### src/rtl/ora_misr.sv
// Output response analyzer: compacts CUT responses in a MISR, grades each session against a
// golden signature and pattern count, and pulses ORA_RES once per evaluated session.
module ora_misr #(
   parameter int               WIDTH    = 8,
   parameter logic [WIDTH-1:0] POLY     = 'h1D,
   parameter logic [WIDTH-1:0] SEED     = '0,
   parameter logic [WIDTH-1:0] GOLDEN   = '0,
   parameter int               PATTERNS = 255,
   parameter int               CNT_W    = 16
) (
   input  logic             clk,
   input  logic             RESET_N,
   input  logic             TPG_RESET,
   input  logic [WIDTH-1:0] CUT_OUT,
   input  logic             CUT_VALID,
   input  logic             TPG_END,
   output logic             ORA_RES,
   output logic             PASS,
   output logic             FAIL,
   output logic             FAIL_ANY,
   output logic [WIDTH-1:0] SIGNATURE,
   output logic [CNT_W-1:0] PAT_CNT,
   output logic [7:0]       SESS_CNT
);

   localparam logic [1:0] ST_IDLE    = 2'd0;
   localparam logic [1:0] ST_COMPACT = 2'd1;
   localparam logic [1:0] ST_REPORT  = 2'd2;
   localparam logic [1:0] ST_CLEAR   = 2'd3;

   localparam logic [CNT_W-1:0] PAT_EXP = CNT_W'(PATTERNS);

   logic [1:0]       r_state;
   logic [WIDTH-1:0] r_sig;
   logic [CNT_W-1:0] r_cnt;
   logic             r_pass;
   logic             r_fail;
   logic             r_fail_any;
   logic [7:0]       r_sess;

   logic [WIDTH-1:0] w_sig_step;
   logic [CNT_W-1:0] w_cnt_inc;
   logic [WIDTH-1:0] w_sig_nxt;
   logic [CNT_W-1:0] w_cnt_nxt;
   logic             w_pass;

   // Feedback uses the MSB before the shift; the response is folded in after the taps.
   assign w_sig_step = {r_sig[WIDTH-2:0], 1'b0} ^ (r_sig[WIDTH-1] ? POLY : '0) ^ CUT_OUT;
   assign w_cnt_inc  = (&r_cnt) ? r_cnt : r_cnt + CNT_W'(1);
   assign w_sig_nxt  = CUT_VALID ? w_sig_step : r_sig;
   assign w_cnt_nxt  = CUT_VALID ? w_cnt_inc  : r_cnt;

   // Grading sees the vector arriving alongside TPG_END.
   assign w_pass = (w_sig_nxt == GOLDEN) && (w_cnt_nxt == PAT_EXP);

   always_ff @(posedge clk or negedge RESET_N) begin
      if (!RESET_N) begin
         r_state    <= ST_IDLE;
         r_sig      <= SEED;
         r_cnt      <= '0;
         r_pass     <= 1'b0;
         r_fail     <= 1'b0;
         r_fail_any <= 1'b0;
         r_sess     <= '0;
      end else begin
         case (r_state)
            ST_IDLE: begin
               if (TPG_RESET) begin
                  r_sig <= SEED;
                  r_cnt <= '0;
               end else begin
                  r_state <= ST_COMPACT;
                  r_sig   <= w_sig_nxt;
                  r_cnt   <= w_cnt_nxt;
               end
            end
            ST_COMPACT: begin
               if (TPG_RESET) begin
                  r_state <= ST_IDLE;
                  r_sig   <= SEED;
                  r_cnt   <= '0;
               end else begin
                  r_sig <= w_sig_nxt;
                  r_cnt <= w_cnt_nxt;
                  if (TPG_END) begin
                     r_state    <= ST_REPORT;
                     r_pass     <= w_pass;
                     r_fail     <= !w_pass;
                     r_fail_any <= r_fail_any | !w_pass;
                  end
               end
            end
            ST_REPORT: begin
               r_state <= ST_CLEAR;
               r_sess  <= r_sess + 8'd1;
            end
            ST_CLEAR: begin
               if (TPG_RESET) begin
                  r_state <= ST_IDLE;
                  r_sig   <= SEED;
                  r_cnt   <= '0;
               end
            end
            default: r_state <= ST_IDLE;
         endcase
      end
   end

   assign ORA_RES   = (r_state == ST_REPORT);
   assign PASS      = r_pass;
   assign FAIL      = r_fail;
   assign FAIL_ANY  = r_fail_any;
   assign SIGNATURE = r_sig;
   assign PAT_CNT   = r_cnt;
   assign SESS_CNT  = r_sess;

endmodule

### config.mk
export PLATFORM = sky130hd
export DESIGN_NAME = ora_misr
export DESIGN_NICKNAME = d
export VERILOG_FILES = /design/src/rtl/ora_misr.sv
export SDC_FILE = /design/constraint.sdc
export NUM_CORES = 1
export LEC_CHECK = 0
export ABC_AREA = 0
export BUFFER_PORTS_ARGS = -buffer_cell sky130_fd_sc_hd__buf_2
export CAP_MARGIN = 40
export CORE_MARGIN = 10
export CORE_UTILIZATION = 40
export DETAILED_ROUTE_END_ITERATION = 10
export PLACE_DENSITY = 0.72
export SYNTH_ARGS = -nofsm -noshare
export SYNTH_HDL_FRONTEND = slang
export SYNTH_SLANG_ARGS = --single-unit
### constraint.sdc
create_clock -name clk -period 2.9 [get_ports clk]
set_input_delay 0.58 -clock clk [delete_from_list [all_inputs] [get_ports clk]]
set_output_delay 0.58 -clock clk [all_outputs]
set_load 0.005 [all_outputs]
==> results by group, run 1 <==
Worst setup path
  • Nature of the critical path endpoint: register
  • Crit path max fanout: 11
  • Reg2Reg Setup Slack: 0.24 ns
  • Critical Path Slowest Stage Cell: o41ai_4
  • Buf+Inv Stages, Crit Path: 0
  • CP arrival: 2.84 ns
  • R2r worst-path depth: 7
  • Slowest stage delay, CP: around 0.6 ns
  • Critical path launch point type: register
  • Most used cell, CP: nand4_1
  • Worst Path Required: 3.08 ns
  • Setup Crit Path Kind: register to register
  • Worst-path cell chain: nand4_1, o41ai_4, or3_1, xnor2_1, nor4_2, nand4_1, mux2_4
  • Reg-to-Reg Start: PAT_CNT[8]
  • CP top delay family: simple AND/OR/NAND/NOR gates
  • R2r endpoint: FAIL

Drt
  • Routed WL: 5992 µm
  • Vias per cell: 5.716
  • Routed len/inst: 15.89 µm
  • Overall via count from detail_route: 2155
  • Final ANT Viol Nets: 0
  • Detailed Routing Iterations Pass 1: 5
  • Initial DRC Count: 273
  • DRC: 0

Synth
  • Cell area after synthesis: 2260 µm²
  • Post-Syn Instances: between 200 and 300
  • Mux cell area share after synthesis: 2.935%
  • Main combinational cell family by area after synthesis: simple AND/OR/NAND/NOR gates
  • Share of the synthesized area in the top cell type: 40.97%
  • FFs w/ async S/R, synth: 100.0%
  • Syn Nets: 273
  • Yosys warning count: 0
  • Top_reg_cell synth: dfrtp_1
  • Cell with the most instances after synthesis: nand2_1
  • Sequential share of the synthesized area: 40.97%
  • Synth Area in Simple Gates: between 20% and 30%
  • Post-synthesis xor/xnor area fraction: 8.915%
  • Number of synthesized flops with an enable pin: 0
  • Cell accounting for the most synthesized area: dfrtp_1
  • Synthesized flop and latch total: 37
  • Synth Area in Compound Gates: a little under a fifth
  • Post-synth cell types: 44
  • Mean area per synthesized cell: 8.758 µm²
  • Synth Area in Adders: under 10%
  • Synth top area cells: dfrtp_1 41%, xnor2_1 7.8%, o21ai_0 6.9%
  • Leading cell types by count after synthesis: 39 x nand2_1, 37 x dfrtp_1, 31 x o21ai_0

Floorplanning
  • Boundary Pins: 49
  • Die area: 9055 µm²
  • Die span in x: 95.16 µm
  • Starting Density: between 40% and 50%
  • DIE HEIGHT: around 95 µm
  • Core area: 5507 µm²
  • Row count: 27

Pwr
  • Power Dens Cells: approximately 670 nW/µm²
  • Leakage: around 1.2 nW
  • Overall Power: approximately 1.8 mW
  • Peak VDD IR: 0.4009 mV

Hold path
  • Hold Crit Class: input pin to asynchronous set/reset pin

STA
  • Final setup margin: roughly 0.24 ns
  • Worst slew pin tran: 0.4871 ns
  • Final Slew Violations: 0
  • Fin crit period: 2.659 ns
  • Final Skew: about 0.0053 ns
  • Fmax: ~380 MHz
  • Hold Worst Slack: between 0.2 and 0.25 ns
  • Final setup viols: 0
  • Post-route clock period utilization: 91.70%
  • RSZ-0062 raised after global routing: false
  • Rel. slew slack: 67.41%
  • Setup_tns: 0 ns
  • Final Hold Viols: 0

Clock network
  • Sink Count: 37
  • Worst-path clk slew: ~0.08 ns
  • H-tree levels: 2
  • Hold_buf cts: 0
  • Number of cells upsized or downsized after cts: 0
  • CTS buffer count: 5
  • Setup repair bufs after CTS: 0
  • Clock tree from TritonCTS: done
  • Clock Latency Late Sink: 0.30 ns
  • CTS Buffer Depth: 2
  • Clock root cell: clkbuf_8

Global route
  • GRT met3 Usage: between 4 and 5%
  • Grt met1 use: 17.61%
  • Largest net degree at the start of global routing: 23
  • Vias in the first global route: 2055
  • Met2 Use GR: 22.05%
  • Initial antenna violation count: 0
  • Tot GR Track Use: 13.97%
  • Most used routing layer: met2
  • First-pass GRT wire length: around 10000 µm
  • GR Overflow Total: 0

Placed design
  • Cell count after placement: around 370
  • GP Congestion: slightly above 0.9
  • DP HPWL: 4435 µm
  • Pre-CTS setup slack: 0.2559 ns
  • DP Area: 2590 µm²
  • Port Buf Inserts: 48

Finish
  • Multi-input logic area: 1239 µm²
  • Number of diodes: 0
  • Finished Layout Cells: about 380
  • Final Instance Area: 2710 µm²
  • Proportion of layout cells with a drive suffix above 1: 23.93%
  • Synth-to-layout area growth: 19.93%
  • Number of fill cells: 513
  • Nets: between 300 and 400
  • Finished Core Util: 49.22%
  • Reg area: 925.9 µm²

Outcome
  • Status: finished clean

Job
  • Max Cap Violations: 0
-- flip-flops by register name (all words and copies together), names as in the netlist, named ones only --
| register | count |
|---|---|
| PAT_CNT | 16 |
| SESS_CNT | 8 |
| SIGNATURE | 8 |
| FAIL | 1 |
| FAIL_ANY | 1 |
| PASS | 1 |
| r_state | 1 |
-- cell families (layout without fill, tap and decap cells) --
group,Yosys count,count (layout)
and+or+nand+nor,102,102
AOI/OAI and AO/OA,66,66
DFF,37,37
xor gates and xnor gates,23,23
buffers and inverters,22,69
muxes,6,6
adders and majority gates,2,2
-- how the worst max path moves through the flow --
stage | slack [ns] | endpoint | from | cells after the start
final | 0.24 | FAIL | PAT_CNT[8] | 7
after detailed placement | 0.26 | FAIL | PAT_CNT[0] | 8
after global routing | 0.04 | FAIL | PAT_CNT[13] | 7
after global placement | 0.38 | FAIL | CUT_VALID | 9
after floorplan | 0.24 | FAIL | CUT_VALID | 8
after CTS | 0.26 | FAIL | PAT_CNT[0] | 8
-- cell type report --
cell class                 count  share of cell area, %
clock buffer                   6                  3.047
clock inverter                 2                  1.385
inverter                       6                 0.8310
multi-input combinational    199                  45.71
sequential                    37                  34.16
tap                           72                  3.324
timing repair buffer          55                  11.54
-- cell usage in the layout, fill, tap and decap left out, types with 2 or more instances in the layout --
master and n:
buf_2 48, nand2_1 39, dfrtp_1 37, o21ai_0 31, xnor2_1 20, nor2_1 15
a21oi_1 11, nand3_1 10, and3_1 6, nand4_1 6, inv_1 6, clkbuf_8 6
buf_4 6, o31ai_1 5, nor4_1 5, nor3_1 5, and4_1 4, a31oi_1 4
mux2i_1 4, a22o_1 3, a41oi_1 3, xor2_1 3, or2_2 2, and2_1 2
nor4b_1 2, ha_1 2
-- where the power goes --
group          leakage (nW)  switching, mW  internal [mW]
clock network        0.0574          0.195          0.280
logic                 0.670          0.331          0.269
registers             0.489          0.133          0.619
total                  1.22          0.659           1.17
-- metal layers --
| metal | vias to the layer above | wire (µm) |
|---|---|---|
| li1 | 1026 | - |
| met1 | 1034 | 2693 |
| met2 | 85 | 2690 |
| met3 | 10 | 513 |
| met4 | 0 | 95 |
| met5 | - | 0 |
Power figures use the tool's default switching activity.
==> run 2: changes to the inputs <==
--- a/config.mk
+++ b/config.mk
@@ -12,6 +12,7 @@
 export CORE_UTILIZATION = 40
 export DETAILED_ROUTE_END_ITERATION = 10
 export PLACE_DENSITY = 0.72
+export RECOVER_POWER = 100
 export SYNTH_ARGS = -nofsm -noshare
 export SYNTH_HDL_FRONTEND = slang
 export SYNTH_SLANG_ARGS = --single-unit
==> run 2 against run 1 <==
Compared with the run above:
- via count is 0.60% lower
- clock skew hardly changed
- worst setup slack better by 0.010 ns
- core utilization is 1.2 points lower
- first-iteration DRC count is 11% lower
- final cell count stayed put
- die area stayed put
- combinational power is 4.5% lower
==> results by group, run 2 (synthesis gave the netlist of run 1 again) <==
Outcome
  • Status: finished clean

STA
  • RSZ-0062 raised after global routing: false
  • Final Skew: between 0.005 and 0.006 ns
  • Rel. slew slack: 25.43%
  • Fmax: 377.5 MHz
  • Fin crit period: 2.649 ns
  • Post-route clock period utilization: 91.35%
  • Setup_tns: 0 ns
  • Worst slew pin tran: 1.119 ns
  • Final setup viols: 0
  • Final Hold Viols: 0
  • Final setup margin: about 0.25 ns
  • Final Slew Violations: 0
  • Hold Worst Slack: 0.3789 ns

Finish
  • Multi-input logic area: 1239 µm²
  • Final Instance Area: 2641 µm²
  • Max reg flops: 16
  • Number of diodes: 0
  • Number of fill cells: 533
  • Most frequent cells in the layout: 39 x nand2_1, 37 x dfrtp_1, 33 x clkbuf_1
  • Proportion of layout cells with a drive suffix above 1: between 10% and 20%
  • Finished Layout Cells: 377
  • Reg area: just over 900 µm²
  • Synth-to-layout area growth: 16.89%
  • Most common cell after layout, fill and taps aside: nand2_1
  • Finished Core Util: 47.97%
  • Nets: 319

Pwr
  • Leakage: 1.077 nW
  • Overall Power: 1.803 mW
  • Power Dens Cells: 682.7 nW/µm²
  • Peak VDD IR: around 0.39 mV

Clock network
  • Hold_buf cts: 0
  • Sink Count: 37
  • CTS Buffer Depth: 2
  • Clock Latency Late Sink: 0.29 ns
  • Worst-path clk slew: 0.08 ns
  • Clock root cell: clkbuf_8
  • Number of cells upsized or downsized after cts: 0
  • H-tree levels: 2
  • CTS buffer count: 5
  • Clock tree from TritonCTS: done

Worst setup path
  • Worst-path cell chain: nand4_1, o41ai_4, or3_1, xnor2_1, nor4_2, nand4_1, mux2_4
  • Most used cell, CP: nand4_1
  • CP top delay family: simple AND/OR/NAND/NOR gates
  • CP arrival: 2.83 ns
  • Critical path launch point type: register
  • Critical Path Slowest Stage Cell: o41ai_4
  • Crit path max fanout: 11
  • Nature of the critical path endpoint: register
  • Setup Crit Path Kind: register to register
  • Slowest stage delay, CP: 0.60 ns
  • Buf+Inv Stages, Crit Path: 0
  • Worst Path Required: roughly 3.1 ns

Drt
  • DRC: 0
  • Vias per cell: about 5.7
  • Routed len/inst: about 16 µm
  • Final ANT Viol Nets: 0
  • Detailed Routing Iterations Pass 1: 4
  • Routed WL: 5942 µm
  • Initial DRC Count: between 200 and 250
  • Overall via count from detail_route: 2142

Floorplanning
  • Die span in x: 95.16 µm
  • Starting Density: 41.04%
  • Row count: 27
  • Boundary Pins: slightly below 50
  • DIE HEIGHT: 95.16 µm
  • Core area: 5507 µm²
  • Die area: 9055 µm²

Placed design
  • Pre-CTS setup slack: around 0.26 ns
  • GP Congestion: 0.9242
  • Port Buf Inserts: 48
  • DP HPWL: 4435 µm
  • DP Area: around 2600 µm²
  • Cell count after placement: 369

Global route
  • Initial antenna violation count: 0
  • Vias in the first global route: 2055
  • First-pass GRT wire length: 10250 µm
  • Tot GR Track Use: around 14%
  • Largest net degree at the start of global routing: 23
  • GR Overflow Total: 0

Hold path
  • Hold Crit Class: input pin to asynchronous set/reset pin

Job
  • Max Cap Violations: 0
-- run 2: cell count changes in the layout (fill, tap and decap cells not counted), sizes merged --
cell    previous run  this run
buf               55        22
clkbuf             6        39
-- run 2: area by class of cell --
type,count,area share (%)
clock inverter,2,1.421
timing repair buffer,55,9.237
multi-input combinational,199,46.90
inverter,6,0.8527
tap,72,3.411
clock buffer,6,3.126
sequential,37,35.05
-- run 2: path summary, 6_finish.rpt --
kind	startpoint	endpoint	slack [ns]	cells past startpoint
setup / recovery	PAT_CNT[8]	FAIL	0.25	7
hold / removal	RESET_N	PAT_CNT[5]	0.38	1
setup reg to reg	PAT_CNT[8]	FAIL	0.25	7
hold reg to reg	SESS_CNT[7]	SESS_CNT[7]	0.48	1
max in group asynchronous	RESET_N	PAT_CNT[13]	1.02	2
min in group clk	SESS_CNT[7]	SESS_CNT[7]	0.48	1
-- run 2: worst register-to-register path: stages, from the launching register on --
cell     delay (ns)
dfrtp_1        0.53
nand4_1        0.30
o41ai_4        0.60
or3_1          0.20
xnor2_1        0.10
nor4_2         0.32
nand4_1        0.20
mux2_4         0.29
-- run 2: power by group --
group	internal [mW]	switching, mW	total (mW)
sequential	0.619	0.136	0.755
clock	0.280	0.194	0.474
combinational	0.245	0.329	0.574
-- run 2: repair_timing --
item,in CTS,in global routing
setup buffers,0,0
endpoints found under the hold margin,0,0
endpoints found under the setup margin,0,1
-- run 2: metal layers --
metal / vias to the layer above / track usage [%] / part of all wire (%)
li1: 1027 / - / -
met1: 1009 / 17.61 / 43
met2: 92 / 22.05 / 44
met3: 14 / 4.085 / 10
met4: 0 / 5.362 / 2.3
met5: - / 0 / 0
==> run 3: changes to the inputs <==
--- a/config.mk
+++ b/config.mk
@@ -9,9 +9,9 @@
 export BUFFER_PORTS_ARGS = -buffer_cell sky130_fd_sc_hd__buf_2
 export CAP_MARGIN = 40
 export CORE_MARGIN = 10
-export CORE_UTILIZATION = 40
+export CORE_UTILIZATION = 30
 export DETAILED_ROUTE_END_ITERATION = 10
-export PLACE_DENSITY = 0.72
+export PLACE_DENSITY = 0.59
 export RECOVER_POWER = 100
 export SYNTH_ARGS = -nofsm -noshare
 export SYNTH_HDL_FRONTEND = slang
==> run 3 against run 2 <==
Compared with the run above:
- via count fell by 2.8%
- register-to-register slack improved by 0.05 ns
- count of clock-buffer cells in the layout fell by 1
- maximum frequency rose by 1.8%
- critical endpoint unchanged
- highest routed layer unchanged
==> results by group, run 3 (synthesis gave the netlist of run 1 again) <==
Finish
  • Most frequent cells in the layout: 40 x clkbuf_1, 39 x nand2_1, 37 x dfrtp_1
  • Number of diodes: 0
  • Max reg flops: 16
  • Synth-to-layout area growth: 16.28%
  • Nets: 321
  • Most common cell after layout, fill and taps aside: clkbuf_1
  • Proportion of layout cells with a drive suffix above 1: between 10% and 20%

Floorplanning
  • Core area: between 7000 and 8000 µm²
  • Boundary Pins: 49
  • DIE HEIGHT: between 100 and 150 µm
  • Row count: 31
  • Die span in x: 106.8 µm
  • Starting Density: 30.99%
  • Die area: 11400 µm²

Worst setup path
  • Worst Path Required: 3.07 ns
  • Setup Crit Path Kind: register to register
  • Slowest stage delay, CP: 0.59 ns
  • Reg-to-Reg Start: PAT_CNT[8]
  • Critical path launch point type: register
  • Crit path to: FAIL
  • Worst Setup SP: PAT_CNT[8]
  • R2r endpoint: FAIL
  • Crit path max fanout: 11
  • Reg2Reg Setup Slack: 0.30 ns
  • Most used cell, CP: nand4_1
  • R2r worst-path depth: 7
  • CP arrival: 2.77 ns
  • Nature of the critical path endpoint: register
  • Worst-path cell chain: nand4_1, o41ai_4, or3_1, xnor2_1, nor4_2, nand4_1, mux2_4
  • Critical Path Slowest Stage Cell: o41ai_4

STA
  • Setup_tns: 0 ns
  • Fin crit period: 2.601 ns
  • RSZ-0062 raised after global routing: false
  • Post-route clock period utilization: 89.69%
  • Final Hold Viols: 0
  • Worst slew pin tran: 1.161 ns
  • Rel. slew slack: 22.59%
  • Final setup viols: 0
  • Final Slew Violations: 0
  • Fmax: 384.5 MHz
  • Final setup margin: between 0.2 and 0.3 ns
  • Final Skew: 0.01026 ns

Clock network
  • Hold_buf cts: 0
  • H-tree levels: 2
  • CTS Buffer Depth: 2
  • Clock Latency Late Sink: between 0.2 and 0.3 ns
  • Clock root cell: clkbuf_8
  • Setup repair bufs after CTS: 0
  • CTS buffer count: 5
  • Clock tree from TritonCTS: done
  • Worst-path clk slew: 0.07 ns
  • Sink Count: 37

Drt
  • Initial DRC Count: 155
  • Vias per cell: 5.151
  • Routed len/inst: 15.32 µm
  • Final ANT Viol Nets: 0
  • Overall via count from detail_route: roughly 2100
  • DRC: 0
  • Routed WL: 6188 µm
  • Detailed Routing Iterations Pass 1: 4

Global route
  • Largest net degree at the start of global routing: 22
  • GR Overflow Total: 0
  • First-pass GRT wire length: ~11000 µm
  • Initial antenna violation count: 0
  • Vias in the first global route: 2091
  • Tot GR Track Use: 11.28%

Pwr
  • Power Dens Cells: 633.6 nW/µm²
  • Peak VDD IR: between 0.2 and 0.25 mV
  • Leakage: 1.044 nW

Placed design
  • Port Buf Inserts: 48
  • Pre-CTS setup slack: 0.2485 ns
  • GP Congestion: slightly below 0.9
  • DP HPWL: between 4000 and 5000 µm

Outcome
  • Status: finished clean

Hold path
  • Hold Crit Class: input pin to asynchronous set/reset pin

Job
  • Max Cap Violations: 0
-- run 3: layout make-up --
cell class,count,area [µm²]
clock inverters,1,5.005
repair buffers,57,242.7
well taps,99,123.9
multi-input cells,199,1239
fillers,814,4664
inverters,6,22.52
flip-flops and latches,37,925.9
clock buffers,5,68.82
-- run 3: timing repair --
item                                   CTS  global route
endpoints found under the hold margin    0             0
setup endpoints to repair                0             1
resized for setup                        0             0
-- run 3: per-layer routing --
layer | vias to the layer above | wire length [µm] | GRT usage, % | part of all wire [%]
li1 | 1017 | - | - | -
met1 | 980 | 2860 | 14.73 | 46
met2 | 77 | 2685 | 16.68 | 43
met3 | 7 | 566 | 4.192 | 9.1
met4 | 0 | 76 | 3.868 | 1.2
met5 | - | 0 | 0 | 0
-- run 3: worst max-delay path: cells and delay by family, from the launching register on --
family / cells / cell delay (ns)
muxes: 1 / 0.30
DFF: 1 / 0.52
xor gates and xnor gates: 1 / 0.09
and+or+nand+nor: 4 / 0.99
AOI/OAI and AO/OA: 1 / 0.59
-- run 3: report_power, final --
| part | total, mW | internal [mW] | switching, mW | leakage [nW] |
|---|---|---|---|---|
| Combinational | 0.583 | 0.242 | 0.342 | 0.515 |
| Clock | 0.324 | 0.158 | 0.166 | 0.0399 |
| Sequential | 0.757 | 0.620 | 0.138 | 0.489 |
-- run 3: worst min-delay path by stage --
stage	cells after the start	startpoint	endpoint	slack, ns
floorplan	0	RESET_N	FAIL	0.28
global placement	1	SESS_CNT[7]	SESS_CNT[7]	0.46
detailed placement	1	FAIL_ANY	FAIL_ANY	0.45
CTS	1	RESET_N	SESS_CNT[6]	0.24
global route	1	RESET_N	SESS_CNT[6]	0.48
finish	1	RESET_N	SESS_CNT[6]	0.40
-- run 3: per-stage QoR --
| stage | utilization (%) | hold slack (ns) | instances | instance area (µm²) | power (mW) |
|---|---|---|---|---|---|
| floorplan | - | 0.2844 | 258 | 2260 | 1.133 |
| detailed placement | 36.19 | 0.4541 | 398 | 2639 | 1.385 |
| global route | 36.03 | 0.4791 | 404 | 2628 | 1.819 |
| global placement | 35.81 | 0.4595 | 397 | 2611 | 1.370 |
| CTS | 37.20 | 0.2378 | 404 | 2713 | 1.724 |
| finish | 36.03 | 0.3982 | 404 | 2628 | 1.665 |
